### src/rtl/shift_pkg.sv
// Shared definitions for the pipelined shifter: shift-function encodings and
// the width-independent part of the per-stage record.
package shift_pkg;

    typedef logic [1:0] sf_t;

    localparam sf_t SF_SLL = 2'b00;
    localparam sf_t SF_SRL = 2'b01;
    localparam sf_t SF_ROR = 2'b10;
    localparam sf_t SF_SRA = 2'b11;

    // Data, remaining distance and tag are width-parametrised, so they travel
    // beside this record in each stage rather than inside it.
    typedef struct packed {
        logic valid;
        sf_t  sf;
        logic sign;
    } stage_ctl_t;

endpackage

### src/rtl/shift_stage.sv
// One elastic pipeline stage: conditionally shifts by STEP according to the
// distance bit log2(STEP), then registers the operation for the next stage.
module shift_stage
    import shift_pkg::*;
#(
    parameter int WIDTH = 32,
    parameter int SW    = 5,
    parameter int TAGW  = 4,
    parameter int STEP  = 1
) (
    input  logic             clk,
    input  logic             rst_n,
    input  logic             i_flush,
    input  stage_ctl_t       i_ctl,
    input  logic [WIDTH-1:0] i_data,
    input  logic [SW-1:0]    i_dist,
    input  logic [TAGW-1:0]  i_tag,
    input  logic             i_ready,
    output logic             o_ready,
    output stage_ctl_t       o_ctl,
    output logic [WIDTH-1:0] o_data,
    output logic [SW-1:0]    o_dist,
    output logic [TAGW-1:0]  o_tag
);

    localparam int K = $clog2(STEP);

    stage_ctl_t       r_ctl;
    logic [WIDTH-1:0] r_data;
    logic [SW-1:0]    r_dist;
    logic [TAGW-1:0]  r_tag;
    logic [WIDTH-1:0] w_shifted;

    // NOTE: default assignment first, so every path assigns w_shifted and no latch is inferred.
    always_comb begin
        w_shifted = i_data;
        if (i_dist[K]) begin
            case (i_ctl.sf)
                SF_SLL: w_shifted = i_data << STEP;
                SF_SRL: w_shifted = i_data >> STEP;
                SF_SRA: w_shifted = {{STEP{i_ctl.sign}}, i_data[WIDTH-1:STEP]};
                SF_ROR: w_shifted = {i_data[STEP-1:0], i_data[WIDTH-1:STEP]};
            endcase
        end
    end

    // A stage accepts whenever it is empty or its contents move on this edge.
    assign o_ready = ~r_ctl.valid | i_ready;

    // NOTE: sequential state uses non-blocking assignments only.
    // NOTE: data registers are reset too, so sres/zero leave reset at 0/1.
    always_ff @(posedge clk or negedge rst_n) begin
        if (!rst_n) begin
            r_ctl  <= '0;
            r_data <= '0;
            r_dist <= '0;
            r_tag  <= '0;
        end else if (i_flush) begin
            r_ctl.valid <= 1'b0;
        end else if (o_ready) begin
            r_ctl.valid <= i_ctl.valid;
            if (i_ctl.valid) begin
                r_ctl.sf   <= i_ctl.sf;
                r_ctl.sign <= i_ctl.sign;
                r_data     <= w_shifted;
                r_dist     <= i_dist;
                r_tag      <= i_tag;
            end
        end
    end

    assign o_ctl  = r_ctl;
    assign o_data = r_data;
    assign o_dist = r_dist;
    assign o_tag  = r_tag;

endmodule

### src/rtl/shift_unit_pipe.sv
// Pipelined SLL/SRL/SRA/ROR shifter: SW elastic stages, one distance bit each,
// valid/ready at both ends with bubble collapsing and a synchronous flush.
module shift_unit_pipe
    import shift_pkg::*;
#(
    parameter int  WIDTH = 32,
    parameter int  TAGW  = 4,
    localparam int SW    = $clog2(WIDTH)
) (
    input  logic             clk,
    input  logic             rst_n,
    input  logic             flush,
    input  logic             in_valid,
    output logic             in_ready,
    input  logic [WIDTH-1:0] a,
    input  logic [SW-1:0]    sdist,
    input  logic [1:0]       sf,
    input  logic [TAGW-1:0]  in_tag,
    output logic             out_valid,
    input  logic             out_ready,
    output logic [WIDTH-1:0] sres,
    output logic [TAGW-1:0]  out_tag,
    output logic             zero
);

    // Index k is the input side of stage k; index SW is the unit output.
    stage_ctl_t       w_ctl   [0:SW];
    logic [WIDTH-1:0] w_data  [0:SW];
    logic [SW-1:0]    w_dist  [0:SW];
    logic [TAGW-1:0]  w_tag   [0:SW];
    logic             w_ready [0:SW];

    assign w_ctl[0]    = '{valid: in_valid, sf: sf, sign: a[WIDTH-1]};
    assign w_data[0]   = a;
    assign w_dist[0]   = sdist;
    assign w_tag[0]    = in_tag;
    assign w_ready[SW] = out_ready;

    for (genvar k = 0; k < SW; k++) begin : g_stage
        shift_stage #(
            .WIDTH (WIDTH),
            .SW    (SW),
            .TAGW  (TAGW),
            .STEP  (1 << k)
        ) u_stage (
            .clk     (clk),
            .rst_n   (rst_n),
            .i_flush (flush),
            .i_ctl   (w_ctl[k]),
            .i_data  (w_data[k]),
            .i_dist  (w_dist[k]),
            .i_tag   (w_tag[k]),
            .i_ready (w_ready[k+1]),
            .o_ready (w_ready[k]),
            .o_ctl   (w_ctl[k+1]),
            .o_data  (w_data[k+1]),
            .o_dist  (w_dist[k+1]),
            .o_tag   (w_tag[k+1])
        );
    end

    // rst_n gates in_ready so nothing looks accepted while reset is held.
    assign in_ready  = w_ready[0] & ~flush & rst_n;
    assign out_valid = w_ctl[SW].valid;
    assign sres      = w_data[SW];
    assign out_tag   = w_tag[SW];
    assign zero      = (w_data[SW] == '0);

endmodule
### config.mk
export PLATFORM = sky130hd
export DESIGN_NAME = shift_unit_pipe
export DESIGN_NICKNAME = d
export VERILOG_FILES = /design/src/rtl/shift_pkg.sv /design/src/rtl/shift_stage.sv /design/src/rtl/shift_unit_pipe.sv
export SDC_FILE = /design/constraint.sdc
export NUM_CORES = 1
export LEC_CHECK = 0
export ABC_AREA = 0
export CAP_MARGIN = 15
export CORE_MARGIN = 5
export CORE_UTILIZATION = 25
export DETAILED_ROUTE_END_ITERATION = 8
export SETUP_SLACK_MARGIN = 0.1
export SYNTH_ARGS = -nofsm -noshare
export SYNTH_HDL_FRONTEND = slang
export SYNTH_HIERARCHICAL = 1
export SYNTH_SLANG_ARGS = --single-unit
### constraint.sdc
create_clock -name clk -period 3.4 [get_ports clk]
set_clock_uncertainty 0.2 [all_clocks]
set_input_delay 0.51 -clock clk [delete_from_list [all_inputs] [get_ports clk]]
set_output_delay 0.51 -clock clk [all_outputs]
set_load 0.01 [all_outputs]
==> results of run 1 <==
## how the worst max path moves through the flow
| stage | end |
|---|---|
| 2_1_floorplan | g_stage[0].u_stage/o_data[0]$_DFFE_PN0P_ |
| 3_3_place_gp | in_ready |
| 3_5_place_dp | in_ready |
| 4_1_cts | in_ready |
| 5_1_grt | in_ready |
| 6_report | in_ready |
## report_power, final
part | leakage, nW | internal [mW] | switching [mW]
sequential | 2.56 | 3.26 | 0.903
clock | 0.377 | 1.47 | 0.974
combinational | 2.91 | 1.96 | 1.64
total | 5.85 | 6.69 | 3.52
## registers in the layout (all words and copies together) (netlist names)
signal / count
g_stage.u_stage/o_data: 160
g_stage.u_stage/o_tag: 20
g_stage.u_stage/o_ctl: 17
g_stage.u_stage/o_dist: 10
## timing repair
item / 4_1_cts / 5_1_grt
endpoints found under the hold margin: 19 / 0
setup endpoints to repair: 1 / 1
gates resized for setup: 2 / 1
hold buffers: 1 / 0
## cell type report
type | count | area, um2
inverters | 10 | 37.5
flip-flops and latches | 207 | 5180
multi-input cells | 805 | 6160
clock buffers | 36 | 734
fillers | 4927 | 33800
well taps | 615 | 769
repair buffers | 120 | 1180
clock inverters | 3 | 22.5
## cells in the final DEF, fill, tap and decap left out, drive strengths merged
cell and instances:
o2bb2ai 1, nand2b 20, o31ai 14, or2 3, nor2 146, o21a 1, o41ai 1, dfrtp 207
a2bb2oi 14, a31oi 114, nor3b 1, nand2 16, nor2b 5, nand4 2, o21ai 141, a22o 16
nor4 8, inv 9, dlygate4sd3 1, or3b 98, mux2 188, dlymetal6s2s 1, buf 34, a221oi 15
clkbuf 37, clkdlybuf4s50 83, nand3 1, clkinv 4
## per-layer routing
layer  GRT usage (%)  up-vias  wire length [um]  share of wire (%)
met5               0        -                 0                  0
met4            1.94        0               500                1.8
met3            1.96       34              1230                4.4
met2            15.0      174             11800                 42
met1            15.8     4156             14500                 52
li1                -     4252                 -                  -
## stage by stage
step	TNS, ns	cell area, um2
6_report	0	14100
5_1_grt	0	14100
2_1_floorplan	0	12100
3_3_place_gp	-0.0562	13300
3_5_place_dp	0	13300
4_1_cts	0	14100
## worst reg2reg max path, delay by kind of cell (launching register included)
kind / cells / cell delay (ns)
buffers and inverters: 5 / 0.44
flip-flops: 1 / 0.38
AND/OR/NAND/NOR: 6 / 1.20
multiplexers: 1 / 0.45
==> metrics.md, run 1 <==
| Metric | Value |
|---|---|
| Outcome | completed |
| Total grt overflow | 0 |
| Crit. End Element | primary output |
| First-pass GRT wire length | 45600 um |
| Crit path cell chain | clkdlybuf4s50_1 -> nor2b_4 -> inv_1 -> nor2b_1 -> inv_1 -> nor2b_4 -> inv_1 -> nor2b_4 -> inv_1 -> nor2b_2 -> inv_1 -> nand2_1 -> nor2_1 -> dlymetal6s2s_1 |
| Core area | 47800 um2 |
| Slowest cell on crit path | clkdlybuf4s50_1 |
| Max incr delay on CP | 0.45 ns |
| Reg2Reg Launch Point | g_stage[4].u_stage/o_ctl[3]$_DFFE_PN0P_ |
| Placer Congestion | 0.795 |
| R2R depth | 12 |
| DRT iter0 DRCs | 591 |
| Clock slew at reported path FFs | 0.06 ns |
| Stages on the worst setup path | 14 |
| Design Power | 10.2 mW |
| Drt pass-1 iters | 5 |
| Leakage power | 5.85 nW |
| Die footprint | 52900 um2 |
| Vias | 8616 |
| DR vias/cell | 4.80 |
| Max Clk Rate | 342 MHz |
| CP startpoint kind | primary input |
| RSZ-0062 raised after global routing | no |
| Worst Hold Class | in2async |
| Slew margin rel. | 23.4% |
| Die width | 230 um |
| Mapped Nets | 1178 |
| Most frequent CP cell | inv_1 |
| CTS root buf | clkbuf_16 |
| Largest net degree at the start of global routing | 118 |
| DP HPWL | 20500 um |
| # diodes | 0 |
| Initial Util | 25.3% |
| Power density over the cells | 725 nW/um2 |
| Crit path kind | in2out |
| Setup repair bufs after CTS | 0 |
| Worst vdd ir | 0.000415 V |
| Fin crit period | 2.93 ns |
| Max_cap viols | 0 |
| Synthesis-to-layout area growth | 16.5% |
| Worst Setup SP | out_ready |
| Total Routing Usage GR | 10.3% |
| Final worst slack | 0.474 ns |
| End-of-flow core utilization | 29.4% |
| Nets | 1215 |
| FF-to-FF End | g_stage[0].u_stage/o_data[13]$_DFFE_PN0P_ |
| Die Span Y | 230 um |
| Clock tree sinks | 207 |
| WL per Instance | 15.6 um |
| Worst slack at placement | 0.00474 ns |
| Total wire length | 28000 um |
| Slew Limit Fails | 0 |
| Rows | 80 |
| Layout cells sized above 1 | 22.9% |
| Syn_area_per_cell | 10.7 um2 |
| Vias in the first global route | 8047 |
| Final hold vios | 0 |
| Period Utilization, post-route | 86.1% |
| Initial antenna violation count | 0 |
| Arr. time, crit path | 2.22 ns |
| H-tree depth | 1 |
| Crit path max-delay family | buffers and inverters |
| Num CTS Buffers | 23 |
| CP Data Required Time | 2.69 ns |
| Port bufs | 86 |
| DRC viols | 0 |
| Buf+Inv Stages, Crit Path | 7 |
| CP max FO | 2 |
| Final ANT Viol Nets | 0 |
| CTS Buffer Depth | 3 |
| Post-Layout Cell Count | 1796 |
| Syn Inst Count | 1130 |
| Worst-margin pin slew | 1.15 ns |
| Placed Cells incl. Taps | 1756 |
| TritonCTS clock tree | built |
| Mapped Area | 12100 um2 |
| IO Pins | 87 |
| Clock Latency Late Sink | 0.52 ns |
| Ys Warns | 6 |
| Setup violators final | 0 |
| Worst hold margin | 0.227 ns |
| Internal reg-to-reg setup slack | 0.62 ns |
Note: power is estimated with default switching activity, not from simulation.
==> run 2, diff against run 1 <==
--- a/config.mk
+++ b/config.mk
@@ -5,7 +5,7 @@
 export SDC_FILE = /design/constraint.sdc
 export NUM_CORES = 1
 export LEC_CHECK = 0
-export ABC_AREA = 0
+export ABC_AREA = 1
 export CAP_MARGIN = 15
 export CORE_MARGIN = 5
 export CORE_UTILIZATION = 25
==> metrics.md, run 2 <==
| Metric | Value |
|---|---|
| Gr busiest metal | met2 (was met1) |
| Die footprint | 51200 um2 (was 52900 um2) |
| CTS root buf | clkbuf_16 (unchanged) |
| Outcome | completed (unchanged) |
| Crit path kind | in2out (unchanged) |
| CP startpoint kind | primary input (unchanged) |
| Buf+Inv Stages, Crit Path | 7 (unchanged) |
| Syn Inst Count | 1719 (was 1130) |
| Placed inst area | 12900 um2 (was 13300 um2) |
| Core area | 46400 um2 (was 47800 um2) |
| Die Span Y | 226 um (was 230 um) |
| Setup violators final | 0 (unchanged) |
| Worst slack at placement | 0.228 ns (was 0.00474 ns) |
| CTS Buffer Depth | 3 (unchanged) |
| TritonCTS clock tree | built (unchanged) |
| Nets | 1806 (was 1215) |
| DRT iter0 DRCs | 876 (was 591) |
| IO Pins | 87 (unchanged) |
| Clock slew at reported path FFs | 0.05 ns (was 0.06 ns) |
| Layout cells sized above 1 | 5.82% (was 22.9%) |
| Worst hold margin | 0.259 ns (was 0.227 ns) |
| Met3 usage | 1.75% (was 1.96%) |
| Power density over the cells | 632 nW/um2 (was 725 nW/um2) |
| Final worst slack | 0.631 ns (was 0.474 ns) |
| Worst-margin pin slew | 1.01 ns (was 1.15 ns) |
| Leakage power | 6.94 nW (was 5.85 nW) |
| Largest net degree at the start of global routing | 171 (was 118) |
| WL per Instance | 13.8 um (was 15.6 um) |
| Clock Latency Late Sink | 0.53 ns (was 0.52 ns) |
| First-pass GRT wire length | 54100 um (was 45600 um) |
| Fillers | 5073 (was 4927) |
| Crit path cell chain | clkdlybuf4s50_1 -> inv_2 -> nand2_2 -> inv_1 -> nand2_1 -> inv_1 -> nand2_2 -> inv_1 -> nand2_2 -> clkinv_1 -> nand2_1 -> nand2_1 -> nor2_1 -> dlymetal6s2s_1 (was clkdlybuf4s50_1 -> nor2b_4 -> inv_1 -> nor2b_1 -> inv_1 -> nor2b_4 -> inv_1 -> nor2b_4 -> inv_1 -> nor2b_2 -> inv_1 -> nand2_1 -> nor2_1 -> dlymetal6s2s_1) |
| Crit. End Element | primary output (unchanged) |
| RSZ-0062 raised after global routing | no (unchanged) |
| Period Utilization, post-route | 81.4% (was 86.1%) |
| Max incr delay on CP | 0.47 ns (was 0.45 ns) |
| Most frequent cells in the layout | nand2_1, nor2_1, dfrtp_1 (was dfrtp_1, nor2_1, o21ai_0) |
| Routing usage on met2 | 19.0% (was 15.0%) |
| Finished layout cell area | 13700 um2 (was 14100 um2) |
| Slowest cell on crit path | clkdlybuf4s50_1 (unchanged) |
| Mapped Nets | 1767 (was 1178) |
| Die width | 226 um (was 230 um) |
| Port bufs | 86 (unchanged) |
| H-tree depth | 1 (unchanged) |
| Max Clk Rate | 361 MHz (was 342 MHz) |
| Commonest non-fill, non-tap cell in the layout | nand2_1 (was dfrtp_1) |
| GR Util met1 | 18.9% (was 15.8%) |
| Final ANT Viol Nets | 0 (unchanged) |
| Final hold vios | 0 (unchanged) |
| DRC viols | 0 (unchanged) |
| Slew margin rel. | 33.0% (was 23.4%) |
| Total wire length | 32700 um (was 28000 um) |
| CP Data Required Time | 2.69 ns (about the same) |
| Vias | 10900 (was 8616) |
| Worst vdd ir | 0.000333 V (was 0.000415 V) |
| Vias in the first global route | 10300 (was 8047) |
| Initial Util | 25.2% (was 25.3%) |
| DP HPWL | 23400 um (was 20500 um) |
| Design Power | 8.66 mW (was 10.2 mW) |
| Rows | 79 (was 80) |
| Max_cap viols | 0 (unchanged) |
| Arr. time, crit path | 2.06 ns (was 2.22 ns) |
| Largest register FFs | 160 (unchanged) |
| Placed Cells incl. Taps | 2337 (was 1756) |
| Post-Layout Cell Count | 2378 (was 1796) |
| Total Routing Usage GR | 12.5% (was 10.3%) |
| Num CTS Buffers | 24 (was 23) |
| Ys Warns | 6 (unchanged) |
| Placer Congestion | 0.879 (was 0.795) |
| Worst Hold Class | in2async (unchanged) |
| Setup TNS | 0 ns (unchanged) |
| End-of-flow core utilization | 29.6% (was 29.4%) |
| Slew Limit Fails | 0 (unchanged) |
| Total grt overflow | 0 (unchanged) |
| Crit path max-delay family | buffers and inverters (unchanged) |
| DR vias/cell | 4.56 (was 4.80) |
| Clock tree sinks | 207 (unchanged) |
| Setup repair bufs after CTS | 0 (unchanged) |
| Mapped Area | 11700 um2 (was 12100 um2) |
| Syn_area_per_cell | 6.80 um2 (was 10.7 um2) |
| CP max FO | 3 (was 2) |
| Drt pass-1 iters | 5 (unchanged) |
| # diodes | 0 (unchanged) |
| Synthesis-to-layout area growth | 17.3% (was 16.5%) |
| Fin crit period | 2.77 ns (was 2.93 ns) |
| Initial antenna violation count | 0 (unchanged) |
-- run 2: timing repair --
| item | CTS | global route |
|---|---|---|
| endpoints found under the setup margin | 0 | 1 |
| hold endpoints to repair | 37 | 0 |
| resized for setup | 0 | 1 |
| hold buffers | 1 | 0 |
-- run 2: cell type report --
type | instances | area, um2 | area share, %
flip-flops and latches | 207 | 5180 | 37.8
multi-input cells | 1288 | 5430 | 39.6
well taps | 607 | 759 | 5.54
inverters | 124 | 470 | 3.43
clock buffers | 33 | 664 | 4.85
clock inverters | 6 | 120 | 0.876
repair buffers | 113 | 1090 | 7.97
-- run 2: where the power goes --
part	switching (mW)	internal, mW
Clock	1.02	1.58
Combinational	1.40	0.925
Sequential	0.683	3.05
-- run 2: path summary, 6_finish.rpt --
kind	from	end	slack, ns	cells after the start
worst min register to register	g_stage[3].u_stage/o_tag[2]$_DFFE_PN0P_	g_stage[4].u_stage/o_tag[2]$_DFFE_PN0P_	0.27	2
worst max-delay path	out_ready	in_ready	0.63	14
worst min-delay path	rst_n	g_stage[0].u_stage/o_data[25]$_DFFE_PN0P_	0.26	2
min in group clk	g_stage[3].u_stage/o_tag[2]$_DFFE_PN0P_	g_stage[4].u_stage/o_tag[2]$_DFFE_PN0P_	0.27	2
worst max register to register	g_stage[4].u_stage/o_ctl[3]$_DFFE_PN0P_	g_stage[0].u_stage/o_data[29]$_DFFE_PN0P_	0.88	14
max in group asynchronous	rst_n	g_stage[3].u_stage/o_dist[4]$_DFFE_PN0P_	1.46	3
-- run 2: worst register-to-register path, cell delays in order, from the launching register on --
cell and delay (ns):
dfrtp_1 0.40, nand2_2 0.14, inv_1 0.05, nand2_1 0.07
inv_1 0.05, nand2_2 0.08, inv_1 0.06, nand2_2 0.09
clkinv_1 0.07, nand2_1 0.10, buf_4 0.38, nand2_2 0.27
nor2_4 0.31, nand2_1 0.11, nand3_1 0.08
-- run 2: metal layers --
metal | part of all wire [%] | routed length, um
met1 | 50 | 16400
met2 | 43 | 13900
met3 | 5.3 | 1740
met4 | 2.1 | 691
met5 | 0 | 0
==> run 3, diff against run 2 <==
==> constraint.sdc (replaced) <==
create_clock -name clk -period 2.48 [get_ports clk]
set_clock_uncertainty 0.2 [all_clocks]
set_input_delay 0.372 -clock clk [delete_from_list [all_inputs] [get_ports clk]]
set_output_delay 0.372 -clock clk [all_outputs]
set_load 0.01 [all_outputs]
==> metrics.md, run 3 (synthesis gave the netlist of run 2 again) <==
| Metric | Value |
|---|---|
| Synthesis-to-layout area growth | 19.0% (was 17.3%) |
| Clock Latency Late Sink | 0.52 ns (was 0.53 ns) |
| Most frequent CP cell | nand2_2 |
| Initial Util | 25.2% (unchanged) |
| Met3 usage | 1.95% (was 1.75%) |
| Finished layout cell area | 13900 um2 (was 13700 um2) |
| Crit path cell chain | nand2_2 -> inv_2 -> nand2_2 -> inv_2 -> nand2_2 -> inv_2 -> nand2_4 -> clkinv_4 -> nand2_4 -> nand2_2 -> nor2_2 -> buf_2 (was clkdlybuf4s50_1 -> inv_2 -> nand2_2 -> inv_1 -> nand2_1 -> inv_1 -> nand2_2 -> inv_1 -> nand2_2 -> clkinv_1 -> nand2_1 -> nand2_1 -> nor2_1 -> dlymetal6s2s_1) |
| Design Power | 11.8 mW (was 8.66 mW) |
| Slowest cell on crit path | dfrtp_1 (was clkdlybuf4s50_1) |
| CP startpoint kind | flop (was primary input) |
| Slew Limit Fails | 0 (unchanged) |
| Clock slew at reported path FFs | 0.06 ns (was 0.05 ns) |
| # diodes | 0 (unchanged) |
| IO Pins | 87 (unchanged) |
| H-tree depth | 1 (unchanged) |
| DR vias/cell | 4.54 (was 4.56) |
| Final worst slack | 0.172 ns (was 0.631 ns) |
| Placer Congestion | 0.887 (was 0.879) |
| Crit path kind | reg2out (was in2out) |
| Vias in the first global route | 10400 (was 10300) |
| Largest register FFs | 160 (unchanged) |
| Power density over the cells | 848 nW/um2 (was 632 nW/um2) |
| Fin crit period | 2.31 ns |
| Crit. End Element | primary output (unchanged) |
| DRC viols | 0 (unchanged) |
| Die width | 226 um (unchanged) |
| Most frequent cells in the layout | nand2_1, nor2_1, dfrtp_1 (unchanged) |
| Setup violators final | 0 (unchanged) |
| DRT iter0 DRCs | 800 (was 876) |
| Leakage power | 7.06 nW (was 6.94 nW) |
| Outcome | completed (unchanged) |
| Die footprint | 51200 um2 (unchanged) |
| Vias | 10900 (about the same) |
| Rows | 79 (unchanged) |
| CP Data Required Time | 1.91 ns (was 2.69 ns) |
| Drt pass-1 iters | 6 (was 5) |
| Worst hold margin | 0.0427 ns (was 0.259 ns) |
| CTS Buffer Depth | 3 (unchanged) |
| Num CTS Buffers | 23 (was 24) |
| CP max FO | 2 (was 3) |
| Arr. time, crit path | 1.74 ns (was 2.06 ns) |
| End-of-flow core utilization | 30.0% (was 29.6%) |
| Core area | 46400 um2 (unchanged) |
| Setup TNS | 0 ns (unchanged) |
| Worst vdd ir | 0.000390 V (was 0.000333 V) |
| Final ANT Viol Nets | 0 (unchanged) |
| Slew margin rel. | 54.0% (was 33.0%) |
| RSZ-0062 raised after global routing | yes (was no) |
| Total grt overflow | 0 (unchanged) |
| Nets | 1825 (was 1806) |
| Gr busiest metal | met2 (unchanged) |
| First-pass GRT wire length | 54900 um (was 54100 um) |
| Max_cap viols | 0 (unchanged) |
| Largest net degree at the start of global routing | 122 (was 171) |
| Max Clk Rate | 433 MHz |
| Max incr delay on CP | 0.40 ns (was 0.47 ns) |
| WL per Instance | 13.8 um (about the same) |
| Port bufs | 86 (unchanged) |
| Die Span Y | 226 um (unchanged) |
| GR Util met1 | 18.9% (about the same) |
| Final hold vios | 0 (unchanged) |
| Post-Layout Cell Count | 2398 (was 2378) |
| Placed inst area | 13100 um2 (was 12900 um2) |
| Worst slack at placement | -0.243 ns (was 0.228 ns) |
| Layout cells sized above 1 | 7.59% (was 5.82%) |
| Buf+Inv Stages, Crit Path | 5 (was 7) |
| Worst Hold Class | in2async (unchanged) |
| Clock tree sinks | 207 (unchanged) |
| CTS root buf | clkbuf_16 (unchanged) |
| TritonCTS clock tree | built (unchanged) |
| Total wire length | 33000 um (was 32700 um) |
| Routing usage on met2 | 19.9% (was 19.0%) |
| Initial antenna violation count | 0 (unchanged) |
| Placed Cells incl. Taps | 2357 (was 2337) |
| Commonest non-fill, non-tap cell in the layout | nand2_1 (unchanged) |
| Worst-margin pin slew | 0.689 ns (was 1.01 ns) |
| Period Utilization, post-route | 93.1% |
| DP HPWL | 24400 um (was 23400 um) |
| Crit path max-delay family | simple AND/OR/NAND/NOR gates (was buffers and inverters) |
| Total Routing Usage GR | 12.8% (was 12.5%) |
## run 3: layer usage
layer	share of wire, %	vias to the layer above
li1	-	5497
met1	49	5041
met2	44	307
met3	4.8	49
met4	2.0	0
met5	0	-
## run 3: timing repair
action / in CTS / in global routing
setup endpoints to repair: 2 / 25
endpoints found under the hold margin: 207 / 0
resized for setup: 7 / 3
hold buffers: 1 / 0
setup buffers: 1 / 0
pin swaps: 0 / 3
## run 3: layout make-up
cell class                 instances  area [um2]
fill                            5094       32400
multi-input combinational       1288        5450
sequential                       207        5180
timing repair buffer             133        1300
tap                              607         759
clock buffer                      31         646
inverter                         124         475
clock inverter                     8        96.3
## run 3: path summary, 6_finish.rpt
path | start | cells after the start | slack, ns | to
worst max-delay path | g_stage[4].u_stage/o_ctl[3]$_DFFE_PN0P_ | 12 | 0.17 | in_ready
worst min-delay path | rst_n | 2 | 0.04 | g_stage[0].u_stage/o_dist[1]$_DFFE_PN0P_
worst max register to register | g_stage[4].u_stage/o_ctl[3]$_DFFE_PN0P_ | 14 | 0.26 | g_stage[0].u_stage/o_data[21]$_DFFE_PN0P_
worst min register to register | g_stage[3].u_stage/o_tag[1]$_DFFE_PN0P_ | 2 | 0.28 | g_stage[4].u_stage/o_tag[1]$_DFFE_PN0P_
max in group asynchronous | rst_n | 3 | 1.20 | g_stage[4].u_stage/o_data[3]$_DFFE_PN0P_
min in group clk | sdist[3] | 3 | 0.22 | g_stage[0].u_stage/o_dist[3]$_DFFE_PN0P_
## run 3: power by group
group,internal (mW),total [mW],switching (mW)
Clock,2.03,3.43,1.40
Sequential,4.18,5.11,0.934
Combinational,1.31,3.25,1.94
